**src/rtl/ff_t_seq_gen.sv**
```systemverilog
// ff_t_seq_gen: serial stimulus sequencer for the downstream FF_T stage.
// Plays a loaded pattern LSB first on a registered t output, with
// programmable length, single-shot or looping playback, hold and abort.
module ff_t_seq_gen #(
  parameter int WIDTH = 16,
  parameter int LW    = $clog2(WIDTH) + 1
) (
  input  logic             clk,
  input  logic             rst,
  input  logic             load,
  input  logic [WIDTH-1:0] pattern,
  input  logic [LW-1:0]    len,
  input  logic             start,
  input  logic             loop,
  input  logic             hold,
  input  logic             stop,
  output logic             t,
  output logic             busy,
  output logic             done,
  output logic [LW-1:0]    idx
);

  typedef enum logic [1:0] {
    S_IDLE = 2'd0,
    S_RUN  = 2'd1,
    S_DONE = 2'd2
  } state_t;

  state_t           state_q, state_d;
  logic [WIDTH-1:0] pat_q, pat_d, pat_sh;
  logic [LW-1:0]    len_q, len_d, len_clamp, last_idx;
  logic [LW-1:0]    idx_q, idx_d;
  logic             t_q, t_d;

  // Over-long requests play the whole register rather than wrapping.
  assign len_clamp = (len > LW'(WIDTH)) ? LW'(WIDTH) : len;
  assign last_idx  = len_q - LW'(1);
  // Next bit to present; shifting avoids an over-wide bit-select index.
  assign pat_sh    = pat_q >> (idx_q + LW'(1));

  // State, pattern, length, index and serial bit registers.
  always_ff @(posedge clk) begin
    if (rst) begin
      state_q <= S_IDLE;
      pat_q   <= '0;
      len_q   <= '0;
      idx_q   <= '0;
      t_q     <= 1'b0;
    end else begin
      state_q <= state_d;
      pat_q   <= pat_d;
      len_q   <= len_d;
      idx_q   <= idx_d;
      t_q     <= t_d;
    end
  end

  // Next-state and datapath: load/start only outside RUN, stop beats
  // hold, loop and end-of-sequence while running.
  always_comb begin
    state_d = state_q;
    pat_d   = pat_q;
    len_d   = len_q;
    idx_d   = idx_q;
    t_d     = t_q;
    case (state_q)
      S_IDLE, S_DONE: begin
        // DONE is a single-cycle marker; without a start we fall to IDLE.
        state_d = S_IDLE;
        t_d     = 1'b0;
        idx_d   = '0;
        if (load) begin
          pat_d = pattern;
          len_d = len_clamp;
        end
        // Same-edge load+start uses the freshly loaded values.
        if (start && (len_d != '0)) begin
          state_d = S_RUN;
          t_d     = pat_d[0];
          idx_d   = '0;
        end
      end
      S_RUN: begin
        if (stop) begin
          state_d = S_IDLE;
          t_d     = 1'b0;
          idx_d   = '0;
        end else if (!hold) begin
          if (idx_q < last_idx) begin
            idx_d = idx_q + LW'(1);
            t_d   = pat_sh[0];
          end else if (loop) begin
            idx_d = '0;
            t_d   = pat_q[0];
          end else begin
            state_d = S_DONE;
            t_d     = 1'b0;
            idx_d   = '0;
          end
        end
      end
      default: begin
        state_d = S_IDLE;
        t_d     = 1'b0;
        idx_d   = '0;
      end
    endcase
  end

  assign t    = t_q;
  assign idx  = idx_q;
  assign busy = (state_q == S_RUN);
  assign done = (state_q == S_DONE);

endmodule

```
**config.mk**
```make
export PLATFORM = sky130hd
export DESIGN_NAME = ff_t_seq_gen
export DESIGN_NICKNAME = d
export VERILOG_FILES = /design/src/rtl/ff_t_seq_gen.sv
export SDC_FILE = /design/constraint.sdc
export NUM_CORES = 1
export LEC_CHECK = 0
export CAP_MARGIN = 20
export CORE_UTILIZATION = 40
export DETAILED_ROUTE_END_ITERATION = 12
export PLACE_DENSITY = 0.76
export SLEW_MARGIN = 10
export SYNTH_ARGS = -nofsm -noshare
export SYNTH_HDL_FRONTEND = slang
export SYNTH_SLANG_ARGS = --single-unit
```
**constraint.sdc**
```tcl
create_clock -name clk -period 2.2 [get_ports clk]
set_input_delay 0.22 -clock clk [delete_from_list [all_inputs] [get_ports clk]]
set_output_delay 0.22 -clock clk [all_outputs]
set_load 0.01 [all_outputs]
```
==> flow_metrics.py <==
metrics = {
    "run_status": {
        "outcome": "complete, no violations",
    },
    "place": {
        "placed_cells": 255,
        "portBuffers": 35,
        "gp_congestion": 0.7771,
        "placed_area_mm2": 0.001926,
        "place_hpwl_um": 2284,
    },
    "sta": {
        "relSlewSlack_pct": 71.90,
        "setup_viol": 0,
        "period_needed_ps": 2070,
        "report.final.slew_viol_count": 0,
        "skew_ps": 2.271,
        "tns_ps": 0,
        "fin_crit_sh_pct": 94.08,
        "rsz0062_at_grt": "true",
        "worst_pin_slew_ps": 420.2,
        "max_freq_mhz": 483.1,
        "final-hold-violation-count": 0,
    },
    "global_routing": {
        "grt_use_total_pct": 18.13,
        "first_global_vias": 1267,
        "grt_antenna_before_repair": 0,
        "grt_max_degree": 24,
        "grt_pass1_wl_um": 5540,
        "grt-ovfl-total": 0,
    },
    "setup_path": {
        "worstPathRequired_ps": 2370,
        "critical_path_class": "flip-flop to flip-flop",
        "reg2reg_depth": 9,
        "path_buf_inv": 2,
        "crit_slowest_cell": "dfxtp_2",
        "r2r_slack_ps": 130,
        "path_delay_family": "compound AO/OA/AOI/OAI gates",
        "path_max_fanout": 4,
        "cp-startpoint": "len_q[0]$_SDFFE_PP0N_",
        "crit_chain": "inv_1 > ha_1 > ha_1 > o21a_1 > o21a_1 > o211ai_1 > buf_4 > a2111oi_4 > nor3b_1",
        "slowest_delay_ps": 340,
        "cp_data_arrival_time_ps": 2240,
        "r2r_start": "len_q[0]$_SDFFE_PP0N_",
        "cp.depth": 9,
        "start_kind": "flip-flop",
        "worstSetupEndpoint": "state_q[0]$_SDFFE_PP0P_",
        "end_kind": "flip-flop",
        "r2r-end": "state_q[0]$_SDFFE_PP0P_",
    },
    "route": {
        "wl_met3_um": 178,
        "drt_wl_total_um": 3277,
        "first_pass_iters": 4,
        "vias_per_cell": 5.220,
        "met1_length_um": 1528,
        "vias": 1378,
        "drt-initial-drc-count": 54,
        "dr_wl_met2_um": 1498,
        "routed.top_layer": "met4",
        "wl_per_cell_um": 12.41,
        "post-route-drc-count": 0,
        "drtAntennaViolNets": 0,
    },
    "synth": {
        "ys_ff_latch": 29,
        "synth_nets": 211,
        "ys_seq_area_share_pct": 38.51,
        "synth_cells": 177,
        "ys_warn_count": 0,
        "syn_avg_cell_area_um2": 8.518,
        "ys_types": 32,
        "synth_area_mm2": 0.001508,
    },
    "finish": {
        "layout_common_cells": "40 x nand2_1, 35 x clkdlybuf4s50_1, 28 x dfxtp_1",
        "final_area_mm2": 0.002095,
        "drive_gt1_share_pct": 11.93,
        "fin_cells": 264,
        "final_common_cell": "nand2_1",
        "final_nets": 251,
        "n_antenna_cell": 0,
        "syn_to_final_growth_pct": 38.92,
    },
    "min_path": {
        "hold_class": "flip-flop to flip-flop",
    },
    "clock_tree": {
        "path_clk_slew_ps": 60,
        "htree_levels": 2,
        "cts_sinks": 29,
        "root_buffer": "clkbuf_8",
        "clock_latency_ps": 290,
        "cts_hold_buf": 0,
        "cts_tree": "yes",
        "cts_inserted_buffers": 5,
        "cts.path.max_buffers": 2,
    },
    "power_and_ir_drop": {
        "combPwrFrac_pct": 13.3,
        "pwr-share-seq_pct": 40.3,
        "intPower_mw": 1.102,
        "p_per_area_mw_per_mm2": 672.3,
        "p_clk_share_pct": 46.4,
        "peakVddDrop_mv": 0.4290,
        "p_switching_mw": 0.3063,
        "power.total_mw": 1.408,
        "switching_share_pct": 21.75,
        "p_leak_nw": 0.7870,
    },
    "die": {
        "core-area_mm2": 0.003468,
        "dieArea_mm2": 0.004019,
        "start_util_pct": 43.47,
        "die_x_um": 63.40,
        "row_count": 21,
        "die_h_um": 63.40,
        "pin_count": 36,
    },
    "flow_run": {
        "drv_cap": 0,
    },
}
==> worst reg2reg max path: cells and delay by family (launching register included) <==
kind	cells	cell delay (ps)
fa+ha+maj	2	550
compound gates	4	750
simple gates	1	80
flops	1	340
buf+inv	2	230
==> synthesized netlist by cell type <==
cell | number | area share, %
a2111oi_2 | 1 | 1.0
a211o_1 | 1 | 0.58
a211oi_1 | 1 | 0.50
a21o_1 | 1 | 0.50
a21oi_1 | 25 | 8.3
buf_2 | 1 | 0.33
clkbuf_1 | 8 | 2.0
dfxtp_1 | 29 | 39
ha_1 | 6 | 5.0
inv_1 | 3 | 0.75
mux2i_1 | 4 | 2.7
mux4_2 | 4 | 6.0
nand2_1 | 40 | 10
nand2b_1 | 2 | 0.83
nand3_1 | 4 | 1.3
nand3b_1 | 4 | 2.0
nand4b_1 | 1 | 0.58
nor2_1 | 3 | 0.75
nor2b_1 | 5 | 2.1
nor3_1 | 8 | 2.7
nor3_2 | 1 | 0.66
nor3b_1 | 5 | 2.5
o2111ai_1 | 1 | 0.58
o211ai_1 | 1 | 0.50
o21a_1 | 2 | 1.0
o21ai_0 | 2 | 0.66
o31ai_1 | 1 | 0.50
or2_2 | 1 | 0.42
or2b_1 | 1 | 0.50
or4b_1 | 1 | 0.66
xnor2_1 | 5 | 2.9
xor2_1 | 5 | 2.9
==> state kept, by name, indices dropped and copies added (netlist names) <==
signal and count:
t 1, pat_q 16, state_q 2, len_q 5, idx 5
==> per-layer routing <==
layer,vias up,GRT usage (%)
met5,-,0
met4,0,10.23
met1,627,22.09
met3,7,4.891
met2,49,28.59
li1,695,-
==> how the worst min path moves through the flow <==
stage,from,endpoint,slack (ps),depth (start not counted)
after floorplan,rst,len_q[4]$_SDFFE_PP0N_,290,1
after global placement,pat_q[2]$_SDFFE_PP0P_,pat_q[2]$_SDFFE_PP0P_,440,2
after detailed placement,pat_q[5]$_SDFFE_PP0P_,pat_q[5]$_SDFFE_PP0P_,450,2
after CTS,pat_q[5]$_SDFFE_PP0P_,pat_q[5]$_SDFFE_PP0P_,460,2
after global routing,pat_q[7]$_SDFFE_PP0P_,pat_q[7]$_SDFFE_PP0P_,470,2
final,pat_q[9]$_SDFFE_PP0P_,pat_q[9]$_SDFFE_PP0P_,450,2
==> logic make-up (layout without fill, tap and decap cells) <==
logic type,count (synthesis),count (layout),synth area share [%]
flops,29,29,38.51
buf+inv,12,53,3.070
xor+xnor,10,10,5.809
fa+ha+maj,6,6,4.979
mux,8,8,8.631
compound gates,36,36,14.11
simple gates,76,76,24.90
==> stage by stage <==
stage	hold WS (ps)	setup slack (ps)	util (%)
after global placement	440.7	90.32	55.52
after global routing	469.7	-58.04	60.39
after CTS	456.6	125.7	59.38
after floorplan	289.1	320.3	-
after detailed placement	447.4	95.37	55.52
final	452.6	130.2	60.39
==> power by group through the flow <==
| stage | sequential (mW) | combinational (mW) | clock (mW) |
|---|---|---|---|
| floorplan | 0.574 | 0.103 | 0 |
| global placement | 0.578 | 0.183 | 0 |
| detailed placement | 0.578 | 0.184 | 0 |
| CTS | 0.567 | 0.186 | 0.667 |
| global route | 0.570 | 0.209 | 0.691 |
| finish | 0.567 | 0.187 | 0.654 |
==> area by class of cell <==
type	count	area, um^2
clock buffer	5	68.82
clock inverter	3	65.06
fill	327	1374
inverter	3	11.26
multi-input combinational	136	907.1
sequential	29	581.8
tap	46	57.56
timing repair buffer	42	402.9
==> repair_timing <==
action / 4_1_cts / 5_1_grt
endpoints found under the hold margin: 0 / 0
setup endpoints to repair: 0 / 7
resized for setup: 0 / 5
buffers inserted: 0 / 1
(Power assumes the default switching activity.)
